$ cat src/rtl/uart_line_feeder_pkg.sv
// Shared definitions for the UART line feeder: FSM state encoding and the
// default byte that marks the end of a line.
package uart_line_feeder_pkg;

    localparam logic [7:0] LINE_CHAR = 8'h0A;

    typedef logic [2:0] feeder_state_e;

    localparam feeder_state_e ST_IDLE  = 3'd0;
    localparam feeder_state_e ST_FETCH = 3'd1;
    localparam feeder_state_e ST_LOAD  = 3'd2;
    localparam feeder_state_e ST_SEND  = 3'd3;
    localparam feeder_state_e ST_PAUSE = 3'd4;

endpackage

$ cat src/rtl/uart_feeder_pause_timer.sv
// Post-line pause timer: waits pause_symbols UART symbol times, where one
// symbol lasts max(symbol_cycles, 1) clock cycles. Both counters are only
// ever loaded and decremented, so neither can overflow. expired_o is high
// during the final cycle of the pause so the FSM can leave on that edge.
module uart_feeder_pause_timer #(
    parameter int CntWidth = 16
) (
    input  logic                clk_i,
    input  logic                rst_ni,
    input  logic                load_i,
    input  logic                clear_i,
    input  logic [CntWidth-1:0] symbol_cycles_i,
    input  logic [7:0]          pause_symbols_i,
    output logic                expired_o
);

    logic                active_q;
    logic [CntWidth-1:0] reload_q;
    logic [CntWidth-1:0] sym_cnt_q;
    logic [7:0]          pause_cnt_q;
    logic [CntWidth-1:0] reload_value;

    // A symbol period of zero behaves as a one-cycle symbol.
    assign reload_value = (symbol_cycles_i == '0) ? '0 : (symbol_cycles_i - CntWidth'(1));

    assign expired_o = active_q && (sym_cnt_q == '0) && (pause_cnt_q == 8'd1);

    // Count symbol cycles down and step the pause counter on every symbol wrap.
    always_ff @(posedge clk_i or negedge rst_ni) begin
        if (!rst_ni) begin
            active_q    <= 1'b0;
            reload_q    <= '0;
            sym_cnt_q   <= '0;
            pause_cnt_q <= 8'd0;
        end else if (clear_i) begin
            active_q    <= 1'b0;
            sym_cnt_q   <= '0;
            pause_cnt_q <= 8'd0;
        end else if (load_i) begin
            active_q    <= (pause_symbols_i != 8'd0);
            reload_q    <= reload_value;
            sym_cnt_q   <= reload_value;
            pause_cnt_q <= pause_symbols_i;
        end else if (active_q) begin
            if (sym_cnt_q == '0) begin
                sym_cnt_q   <= reload_q;
                pause_cnt_q <= pause_cnt_q - 8'd1;
                if (pause_cnt_q == 8'd1) begin
                    active_q <= 1'b0;
                end
            end else begin
                sym_cnt_q <= sym_cnt_q - CntWidth'(1);
            end
        end
    end

endmodule

$ cat src/rtl/uart_line_feeder.sv
// Streams a byte image from a read-only buffer into a UART transmitter,
// one byte at a time (fetch, load, send; no prefetch), and inserts a
// programmable pause after every line terminator so a slow line-oriented
// shell on the far side can keep up.
module uart_line_feeder
    import uart_line_feeder_pkg::*;
#(
    parameter int         AddrWidth = 12,
    parameter int         CntWidth  = 16,
    parameter logic [7:0] LineChar  = LINE_CHAR
) (
    input  logic                 clk_i,
    input  logic                 rst_ni,
    input  logic                 start_i,
    input  logic                 abort_i,
    input  logic [AddrWidth-1:0] len_i,
    input  logic [CntWidth-1:0]  symbol_cycles_i,
    input  logic [7:0]           pause_symbols_i,
    output logic                 mem_req_o,
    output logic [AddrWidth-1:0] mem_addr_o,
    input  logic [7:0]           mem_rdata_i,
    output logic                 tx_valid_o,
    output logic [7:0]           tx_data_o,
    input  logic                 tx_ready_i,
    output logic                 busy_o,
    output logic                 done_o,
    output logic                 aborted_o,
    output logic [AddrWidth-1:0] sent_cnt_o
);

    localparam logic [AddrWidth-1:0] ONE_ADDR = AddrWidth'(1);

    feeder_state_e        state_q;
    logic [AddrWidth-1:0] len_q;
    logic [CntWidth-1:0]  symbol_q;
    logic [7:0]           pause_q;
    logic [AddrWidth-1:0] addr_q;
    logic [AddrWidth-1:0] sent_cnt_q;
    logic [7:0]           data_q;
    logic                 done_q;
    logic                 aborted_q;

    logic handshake;
    logic line_hit;
    logic last_byte;
    logic pause_load;
    logic pause_expired;

    assign handshake  = (state_q == ST_SEND) && tx_ready_i;
    assign line_hit   = (data_q == LineChar) && (pause_q != 8'd0);
    assign last_byte  = ((sent_cnt_q + ONE_ADDR) == len_q);
    assign pause_load = handshake && line_hit && !abort_i;

    assign mem_req_o  = (state_q == ST_FETCH);
    assign mem_addr_o = addr_q;
    assign tx_valid_o = (state_q == ST_SEND);
    assign tx_data_o  = data_q;
    assign busy_o     = (state_q != ST_IDLE);
    assign done_o     = done_q;
    assign aborted_o  = aborted_q;
    assign sent_cnt_o = sent_cnt_q;

    uart_feeder_pause_timer #(
        .CntWidth (CntWidth)
    ) u_pause_timer (
        .clk_i           (clk_i),
        .rst_ni          (rst_ni),
        .load_i          (pause_load),
        .clear_i         (abort_i),
        .symbol_cycles_i (symbol_q),
        .pause_symbols_i (pause_q),
        .expired_o       (pause_expired)
    );

    // Main sequencer: config capture, byte fetch/send, pause and abort handling.
    always_ff @(posedge clk_i or negedge rst_ni) begin
        if (!rst_ni) begin
            state_q    <= ST_IDLE;
            len_q      <= '0;
            symbol_q   <= '0;
            pause_q    <= 8'd0;
            addr_q     <= '0;
            sent_cnt_q <= '0;
            data_q     <= 8'd0;
            done_q     <= 1'b0;
            aborted_q  <= 1'b0;
        end else begin
            done_q    <= 1'b0;
            aborted_q <= 1'b0;
            if ((state_q != ST_IDLE) && abort_i) begin
                state_q   <= ST_IDLE;
                aborted_q <= 1'b1;
                if (handshake) begin
                    sent_cnt_q <= sent_cnt_q + ONE_ADDR;
                    addr_q     <= addr_q + ONE_ADDR;
                end
            end else begin
                case (state_q)
                    ST_IDLE: begin
                        if (start_i && !abort_i) begin
                            len_q      <= len_i;
                            symbol_q   <= symbol_cycles_i;
                            pause_q    <= pause_symbols_i;
                            addr_q     <= '0;
                            sent_cnt_q <= '0;
                            if (len_i == '0) begin
                                done_q <= 1'b1;
                            end else begin
                                state_q <= ST_FETCH;
                            end
                        end
                    end
                    ST_FETCH: begin
                        state_q <= ST_LOAD;
                    end
                    ST_LOAD: begin
                        data_q  <= mem_rdata_i;
                        state_q <= ST_SEND;
                    end
                    ST_SEND: begin
                        if (tx_ready_i) begin
                            sent_cnt_q <= sent_cnt_q + ONE_ADDR;
                            addr_q     <= addr_q + ONE_ADDR;
                            if (line_hit) begin
                                state_q <= ST_PAUSE;
                            end else if (last_byte) begin
                                state_q <= ST_IDLE;
                                done_q  <= 1'b1;
                            end else begin
                                state_q <= ST_FETCH;
                            end
                        end
                    end
                    ST_PAUSE: begin
                        if (pause_expired) begin
                            if (sent_cnt_q == len_q) begin
                                state_q <= ST_IDLE;
                                done_q  <= 1'b1;
                            end else begin
                                state_q <= ST_FETCH;
                            end
                        end
                    end
                    default: begin
                        state_q <= ST_IDLE;
                    end
                endcase
            end
        end
    end

endmodule

$ cat config.mk
export PLATFORM = sky130hd
export DESIGN_NAME = uart_line_feeder
export DESIGN_NICKNAME = d
export VERILOG_FILES = /design/src/rtl/uart_line_feeder_pkg.sv /design/src/rtl/uart_feeder_pause_timer.sv /design/src/rtl/uart_line_feeder.sv
export SDC_FILE = /design/constraint.sdc
export NUM_CORES = 1
export LEC_CHECK = 0
export CORE_ASPECT_RATIO = 1.5
export CORE_MARGIN = 3
export CORE_UTILIZATION = 50
export CTS_CLUSTER_SIZE = 16
export DETAILED_ROUTE_END_ITERATION = 12
export PLACE_DENSITY = 0.77
export SLEW_MARGIN = 10
export SYNTH_ARGS = -nofsm -noshare
export SYNTH_HDL_FRONTEND = slang
export SYNTH_HIERARCHICAL = 1
export SYNTH_SLANG_ARGS = --single-unit
$ cat constraint.sdc
create_clock -name clk_i -period 2.6 [get_ports clk_i]
set_input_delay 0.26 -clock clk_i [delete_from_list [all_inputs] [get_ports clk_i]]
set_output_delay 0.26 -clock clk_i [all_outputs]
set_load 0.01 [all_outputs]
* Word-level counts from Yosys, hierarchy flattened
Index checks and enable logic that the tools add are counted.
** Storage, ports and cells
- Register bits :: 114
- Output and inout port bits :: 37
- Logic and storage cells :: 99
- Input bits :: 49
** Cells by class
- Bitwise gates (word level) :: 2
- Add/sub/neg operators :: 5
- Reductions and logical operators :: 24
- Equal/unequal tests :: 13
- Multiplexer cells :: 42
** Operators with widths (count)
- $mux W12 :: 7
- $mux W16 :: 5
- $pmux W12 S2 :: 2
- $logic_not A16 Y1 :: 2
- $mux W8 :: 4
- $sub A16 B1 Y16 const B :: 2
- $add A12 B1 Y12 const B :: 2
- $eq A12 B12 Y1 :: 2
- $mux W3 :: 6
- $mux W1 :: 16
- $pmux W3 S5 :: 1
- $logic_not A12 Y1 :: 1
- $reduce_bool A3 Y1 :: 4
- $ne A3 B3 Y1 const B :: 3
- $eq A8 B1 Y1 const B :: 1
- $eq A8 B4 Y1 const B :: 1
- $logic_and A1 B1 Y1 :: 8
- $reduce_and A4 Y1 :: 2
- $reduce_bool A8 Y1 :: 1
- $sub A8 B1 Y8 const B :: 1
- $eq A3 B2 Y1 const B :: 2
- $reduce_and A2 Y1 :: 3
- $eq A3 B1 Y1 const B :: 1
- $eq A3 B3 Y1 const B :: 1
- other kinds (7) :: 8

* Logic depth before layout (Yosys ltp)
Gate-level depths: netlist of the first run.
- Depth in word-level cells :: 7
- Gate-level depth with buffers :: 12
- Mapped depth without buffers :: 11

* Cells and area by module
The synthesis of the first run kept the hierarchy.
** By module, submodules not included
- uart_line_feeder :: times used 1, cells an instance 316, area each 3567.2 um^2, seq. area each 1826.8 um^2
- uart_feeder_pause_timer :: times used 1, cells an instance 303, area each 2632.5 um^2, seq. area each 1026.0 um^2

* Worst setup path before layout of the first run
OpenSTA, ideal clock, no wires.
- Path kind :: reg2reg
- From :: register u_pause_timer.sym_cnt_q[0]
- To :: register state_q[0]
- Data arrival time :: 2674 ps
- Library setup time :: 91 ps
- Slack :: -165 ps
- Period minus slack after synthesis :: 2765 ps
- Path buffers :: 1
- Stages on the path, launching flop included :: 13
- Required time :: 2509 ps
- Cells stage by stage :: dfrtp_1 > inv_1 > ha_1 > nor4b_1 > nand4_2 > clkbuf_1 > nor4_1 > nor2_1 > nand3_1 > o221ai_1 > nor3_1 > a21oi_1 > o221ai_1
** On the way
- Word-level cells in the longest chain between the ends :: 5
** RTL lines
- start: declaration :: RTL line uart_feeder_pause_timer.sv:19 : logic [CntWidth-1:0] sym_cnt_q;
- start signal: assignment :: RTL line uart_feeder_pause_timer.sv:42 : sym_cnt_q <= reload_value;
- start signal: assignment :: RTL line uart_feeder_pause_timer.sv:46 : sym_cnt_q <= reload_q;
- start signal: assignment :: RTL line uart_feeder_pause_timer.sv:52 : sym_cnt_q <= sym_cnt_q - CntWidth'(1);
- $logic_not A16 Y1 :: RTL line uart_feeder_pause_timer.sv:26 : assign expired_o = active_q && (sym_cnt_q == '0) && (pause_cnt_q == 8'd1);
- $logic_and A1 B1 Y1 (2 in a row) :: RTL line uart_feeder_pause_timer.sv:26
- named net pause_expired :: RTL line uart_line_feeder.sv:47 : logic pause_expired;
- $ne A3 B3 Y1 (no source line)
- $reduce_and A4 Y1 (no source line)
- end signal: assignment :: RTL line uart_line_feeder.sv:78 : state_q <= ST_IDLE;
- end signal: assignment :: RTL line uart_line_feeder.sv:91 : state_q <= ST_IDLE;
- end signal: assignment :: RTL line uart_line_feeder.sv:109 : state_q <= ST_FETCH;
- end: declaration :: RTL line uart_line_feeder.sv:33 : feeder_state_e state_q;
The timed path passes the listed nets, and every way through them passes these cells.
A chain may end at the register's enable or synchronous reset.

* Worst setup path in the final report of the first run
- From :: register symbol_q[10]
- To :: register u_pause_timer.sym_cnt_q[2]
** On the way
- Word-level cells in the longest chain between the ends :: 4
** RTL lines
- start: declaration :: RTL line uart_line_feeder.sv:35 : logic [CntWidth-1:0] symbol_q;
- start signal: assignment :: RTL line uart_line_feeder.sv:102 : symbol_q <= symbol_cycles_i;
- $logic_not A16 Y1 :: RTL line uart_feeder_pause_timer.sv:24 : assign reload_value = (symbol_cycles_i == '0) ? '0 : (symbol_cycles_i - CntWidth'(1));
- $mux W16 :: RTL line uart_feeder_pause_timer.sv:24
- $mux W16 :: RTL line uart_feeder_pause_timer.sv:39 : end else if (load_i) begin
- $mux W16 :: RTL line uart_feeder_pause_timer.sv:35 : end else if (clear_i) begin
No other way between the ends.

==> results of run 1 <==
==> kinds of logic (layout without fill, tap and decap cells) <==
group / count (synthesis) / count (layout) / synth area share, %
other cells: 0 / 2 / 0
xor+xnor: 54 / 54 / 7.63
mux: 45 / 45 / 8.13
buf+inv: 46 / 173 / 3.37
simple gates: 228 / 228 / 19.5
flops: 114 / 114 / 46.0
fa+ha+maj: 7 / 7 / 1.41
compound gates: 125 / 125 / 14.0
==> metal layers <==
layer  up-vias  share of wire (%)  wire, um
li1       2483                  -         -
met1      2611                 38      6380
met2       197                 54      9140
met3        55                4.1       691
met4         0                4.5       757
met5         -                  0         0
==> final cells by class <==
| type | count | share of cell area, % |
|---|---|---|
| Tap cell | 153 | 2.37 |
| Timing Repair Buffer | 122 | 14.1 |
| Sequential cell | 114 | 35.3 |
| Multi-Input combinational cell | 459 | 39.5 |
| Antenna cell | 2 | 0.0619 |
| Inverter | 19 | 0.882 |
| Clock buffer | 23 | 5.91 |
| Clock inverter | 9 | 1.89 |
==> power breakdown <==
part	internal (mW)	switching (mW)	total, mW
clock	1.68	0.801	2.48
sequential	2.21	0.461	2.67
combinational	1.11	1.01	2.12
total	4.99	2.27	7.26
==> timing repair <==
item	4_1_cts	5_1_grt
hold buffers	1	0
gates resized for setup	0	4
endpoints found under the setup margin	0	2
hold endpoints to repair	51	0
==> how the worst max path moves through the flow <==
stage,from,end,slack [ns],depth (start not counted)
2_1_floorplan,u_pause_timer/sym_cnt_q[0]$_DFFE_PN0P_,state_q[0]$_DFFE_PN0P_,0.07,12
3_3_place_gp,abort_i,sent_cnt_o[7]$_DFFE_PN0P_,0.18,7
3_5_place_dp,symbol_q[10]$_DFFE_PN0P_,u_pause_timer/sym_cnt_q[2]$_DFFE_PN0P_,0.17,6
4_1_cts,u_pause_timer/sym_cnt_q[0]$_DFFE_PN0P_,state_q[0]$_DFFE_PN0P_,0.1,12
5_1_grt,symbol_q[0]$_DFFE_PN0P_,u_pause_timer/sym_cnt_q[2]$_DFFE_PN0P_,0.002,8
6_report,symbol_q[10]$_DFFE_PN0P_,u_pause_timer/sym_cnt_q[2]$_DFFE_PN0P_,0.15,6
==> worst max-delay path: stages (launching register included) <==
cell and delay [ns]:
dfrtp_1 0.40, or4_4 0.56, or4_4 0.48, o41ai_4 0.22, buf_4 0.26, nor2_1 0.09
a311o_1 0.32
==> registers in the layout, summed over array words and instances (netlist names) <==
signal and flops:
aborted_o 1, done_o 1, len_q 12, mem_addr_o 12, pause_q 8, sent_cnt_o 12
state_q 3, symbol_q 16, tx_data_o 8, u_pause_timer/active_q 1, u_pause_timer/pause_cnt_q 8, u_pause_timer/reload_q 16
u_pause_timer/sym_cnt_q 16
==> cell usage in the layout, fill, tap and decap left out, drive strengths merged, types with 5 or more instances in the layout <==
cell,n
nor3,16
a211o,5
o21ai,28
buf,37
and3,5
xnor2,29
or4,9
mux2,43
o21a,6
nand2,51
nor2,51
nor4b,5
nor4,20
inv,19
or3,9
a31oi,5
nand4,10
o31ai,5
dfrtp,114
a21o,14
o41ai,5
nand3,28
a21oi,27
xor2,25
clkbuf,23
ha,7
clkdlybuf4s50,84
==> metrics by stage <==
step	utilization, %	setup slack (ns)	hold slack (ns)
after global routing	66.9	0.00183	0.452
final	66.9	0.155	0.426
after detailed placement	61.4	0.166	0.347
after CTS	66.7	0.0989	0.443
after floorplan	-	0.0700	-0.0356
after global placement	61.4	0.183	0.346
==> run metrics, run 1 <==
outcome finished clean; P&R area growth vs syn 30.4%; Port Buffer Count between 80 and 90; Crit Path Max Fanout 15; met3 global-route usage 5.05%; Die Y 142 um; Post-CTS Setup Bufs 0; first-pass GRT wire length 28,200 um; vias in the first global route 5,589; startpoint types register; clk_skew 0.00584 ns; setup slack, reg-to-reg between 0.15 and 0.2 ns; Design Area, Final between 8000 and 9000 sq um; Lkg Pwr around 3.5 nW; Final Total Pwr a little over 7 mW; post-synthesis sequential area ratio ~46%; register area 2850 sq um; detailed-route vias per instance 5.93; met2 capacity usage during global routing approximately 47%; largest net degree at the start of global routing 54; FFs w/ async S/R, synth between 90% and 100%; RR Startpoint symbol_q[10]$_DFFE_PN0P_; Final Max Slew Viols 0; cts bufs inserted 17; Mapped Cells 619; synth warn 6; global placer's final weighted congestion about 0.94; die area 13,800 sq um; RSZ-0062 raised after global routing no; count leader, synth dfrtp_1; WP data arrival 2.74 ns; initial core utilization about half; Multi-input gate area 3190 sq um; grt met1 use 26.8%; clk sinks 114; max-cap viol count 0; hpwl dp around 12,000 um; initial drt markers 315; fin crit share 94.0%; commonest cells in the netlist 114 x dfrtp_1, 51 x nand2_1, 50 x nor2_1, 43 x mux2_2, 29 x xnor2_1; Yosys top cell area share 46.0%; Crit path required time 2.89 ns; Setup violations, final 0; Peak VDD IR 0.542 mV; top_reg_cell synth dfrtp_1; H-tree depth 4; final wirelength 17,000 um; min Tclk post-route around 2.4 ns; Synth cell types 70; Least-Margin Pin Slew between 0.6 and 0.7 ns; Final ANT Viol Nets 0; Mean Syn Cell Area 10.0 sq um; non-filler instance count after layout about 900; clk slew on worst S/H paths 0.05 ns; CP Capture Type register; Clock Path Buffers 2; post-synth top area cell dfrtp_1; Post-synth EDFFs 0; DR vias 5,346; DP Area roughly 7400 sq um; setup_tns 0 ns; gr busiest metal met2; layout cells sized above 1 roughly 18%; Syn Nets 675; 1st-pass router iterations 5; initial antenna violation count 2; Peak Freq 409 MHz; synthesized area around 6200 sq um; # DRC 0; grt ovf 0; fin nets between 700 and 800; placed insts 866; drt wl/cell between 15 and 20 um; Pwr Density 899 nW/um^2; clock latency on the worst-skew pair 0.41 ns; io pins 86; Tot GR Track Use 25.7%; r2r worst-path depth 6; Setup Crit Path Kind reg -> reg; Root Driver clkbuf_16; relative slew slack 54.0%; Area contributors post-synth dfrtp_1 46%, mux2_2 7.8%, xnor2_1 4.1%, xor2_1 3.5%, nand2_1 3.1%; core footprint 12,100 sq um; final hold vios 0; CTS tree built; row cnt 49; worst min-delay path category in -> async; reg-to-reg endpoint u_pause_timer/sym_cnt_q[2]$_DFFE_PN0P_; Seq cells post-synth 114; # fillers 900; die width 96.9 um
(Power assumes the default switching activity.)
==> run 2, diff against run 1 <==
--- a/config.mk
+++ b/config.mk
@@ -7,10 +7,10 @@
 export LEC_CHECK = 0
 export CORE_ASPECT_RATIO = 1.5
 export CORE_MARGIN = 3
-export CORE_UTILIZATION = 50
+export CORE_UTILIZATION = 32
 export CTS_CLUSTER_SIZE = 16
 export DETAILED_ROUTE_END_ITERATION = 12
-export PLACE_DENSITY = 0.77
+export PLACE_DENSITY = 0.53
 export SLEW_MARGIN = 10
 export SYNTH_ARGS = -nofsm -noshare
 export SYNTH_HDL_FRONTEND = slang
==> run 2 against run 1 <==
Effect of this change: critical path type unchanged; fmax down 1.4%; non-clock buffer count up 22; critical endpoint unchanged; cell area up 3.8%; core utilization down 22 points; highest routed layer unchanged; critical path depth unchanged; flip-flop and latch count unchanged; global-route usage down 8.1 points; via count down 0.15%.
==> run metrics, run 2 (same netlist as run 1, synthesis figures left out) <==
outcome finished clean; met2 WL post-DR 10,200 um (+12%); Pwr Density 886 nW/um^2 (-1.4%); vias in the first global route 5,657 (+1.2%); max-cap viol count 0 (unchanged); 1st-pass router iterations 4 (-1); ordered list of cells on the worst path or4_4, or4_4, o41ai_4, buf_4, nor2_1, a311o_1; Clk pwr share 33.7% (-0.4 points); P_int 5.10 mW (+2.1%); power share of the sequential group 35.1% (-1.7 points); core footprint 18,800 sq um (+55%); largest net degree at the start of global routing 50 (-7.4%); clk slew on worst S/H paths 0.06 ns (about the same); drt wl/cell 17.8 um (-5.5%); RSZ-0062 raised after global routing yes; combinational power share 31.2% (+2.1 points); cts bufs inserted 17 (unchanged); Design Area, Final 8390 sq um (+3.8%); initial drt markers 371 (+18%); die width 120 um (+23%); Least-Margin Pin Slew 0.710 ns (+0.0193 ns); slowest stage delay, CP 0.57 ns (about the same); clock latency on the worst-skew pair 0.42 ns (about the same); Final Max Slew Viols 0 (unchanged); non-filler instance count after layout 1,020 (+13%); cell mode on critical path or4_4; Crit Path Max Fanout 15 (unchanged); row cnt 61 (+24%); initial antenna violation count 0 (-2); Peak VDD IR 0.457 mV (-16%); cell family with most CP delay simple AND/OR/NAND/NOR gates; layout cells sized above 1 21.2% (+3.3 points); Die Y 176 um (+24%); fin crit share 95.4% (+1.4 points); global placer's final weighted congestion 0.884 (-5.6%); Root Driver clkbuf_16; Top Metal Used met4; WP data arrival 2.78 ns (+0.04 ns); Psw 2.34 mW (+3.0%); final wirelength 18,100 um (+7.0%); initial core utilization 33.0% (-18 points); DP Area 7700 sq um (+3.9%); # DRC 0 (unchanged); ANT cells 0 (-2); fin util 44.7% (-22 points); Port Buffer Count 85 (unchanged); met1 wire length 6520 um (+2.3%); Regs by FF count symbol_q (16), u_pause_timer/reload_q (16), u_pause_timer/sym_cnt_q (16); Final ANT Viol Nets 0 (unchanged); first-pass GRT wire length 29,200 um (+3.6%); Setup violations, final 0 (unchanged); most frequent cells in the layout 114 x dfrtp_1, 84 x clkdlybuf4s50_1, 58 x buf_4; setup_tns 0 ns (unchanged); CP Capture Type register; DR vias 5,338 (-0.15%); net switching fraction of the power 31.4% (+0.17 points); final hold vios 0 (unchanged); Peak Freq 403 MHz (-1.4%); startpoint types register; grt ovf 0 (unchanged); Tot GR Track Use 17.6% (-8.1 points); routed wl met3 734 um (+6.2%); relative slew slack 52.7% (-1.3 points); Crit path required time 2.90 ns (about the same); P&R area growth vs syn 35.4%; die area 21,100 sq um (+53%); CTS tree built; clk sinks 114 (unchanged); io pins 86 (unchanged); H-tree depth 4 (unchanged); placed insts 987 (+14%); Final Total Pwr 7.44 mW (+2.4%); fin nets 811 (+2.8%); # fillers 1,898 (+110%); Clock Path Buffers 2 (unchanged); Setup Crit Path Kind reg -> reg; clk_skew 0.00736 ns (+0.00152 ns); worst min-delay path category in -> async; min Tclk post-route 2.48 ns (+0.0357 ns); commonest non-fill, non-tap cell in the layout dfrtp_1; detailed-route vias per instance 5.23 (-12%); crit path buf inv count 1 (unchanged); hpwl dp 13,800 um (+11%); Lkg Pwr 3.64 nW (+3.5%); Crit-path slowest cell or4_4
==> run 2: routing by layer <==
metal  GRT usage (%)  vias to the layer above
met4            8.89                        0
li1                -                     2517
met5               0                        -
met3            3.46                       36
met1            17.3                     2648
met2            34.5                      137
==> run 2: worst reg2reg max path, delay by kind of cell, from the launching register on <==
kind	cells	cell delay, ns
AO/OA/AOI/OAI	2	0.54
buffers and inverters	1	0.26
flip-flops	1	0.41
AND/OR/NAND/NOR	3	1.15
==> run 2: power by group through the flow <==
stage,combinational [mW],clock [mW],sequential [mW]
2_1_floorplan,1.23,0,2.64
3_5_place_dp,2.32,0,2.63
6_report,2.32,2.51,2.61
3_3_place_gp,2.29,0,2.61
4_1_cts,2.34,2.57,2.62
5_1_grt,2.53,2.64,2.68
==> run 2: repair_timing <==
item / CTS / global route
gates resized for setup: 3 / 6
buffers inserted: 0 / 0
hold buffers: 1 / 0
endpoints found under the setup margin: 5 / 12
endpoints found under the hold margin: 46 / 0
==> run 2: area by class of cell <==
| type | count | area [sq um] | area share [%] |
|---|---|---|---|
| clock buffers | 19 | 453 | 5.40 |
| well taps | 252 | 315 | 3.76 |
| flip-flops and latches | 114 | 2850 | 34.0 |
| inverters | 19 | 71.3 | 0.850 |
| repair buffers | 144 | 1310 | 15.6 |
| multi-input cells | 459 | 3210 | 38.3 |
| clock inverters | 13 | 181 | 2.16 |
==> run 2: path summary, 6_finish.rpt <==
check / from / end / slack, ns / depth (start not counted)
hold reg to reg: u_pause_timer/reload_q[8]$_DFFE_PN0P_ / u_pause_timer/reload_q[8]$_DFFE_PN0P_ / 0.47 / 2
max in group asynchronous: rst_ni / tx_data_o[5]$_DFFE_PN0P_ / 1.45 / 3
setup reg to reg: symbol_q[10]$_DFFE_PN0P_ / u_pause_timer/sym_cnt_q[2]$_DFFE_PN0P_ / 0.12 / 6
min in group clk_i: len_i[2] / len_q[2]$_DFFE_PN0P_ / 0.45 / 3
setup / recovery: symbol_q[10]$_DFFE_PN0P_ / u_pause_timer/sym_cnt_q[2]$_DFFE_PN0P_ / 0.12 / 6
hold / removal: rst_ni / mem_addr_o[8]$_DFFE_PN0P_ / 0.43 / 2
==> run 2: per-stage QoR <==
step	hold slack [ns]	worst slack (ns)
floorplan	-0.0356	0.0700
global placement	0.352	-0.00985
detailed placement	0.355	-0.0580
CTS	0.423	0.0155
global route	0.438	-0.00527
finish	0.430	0.119
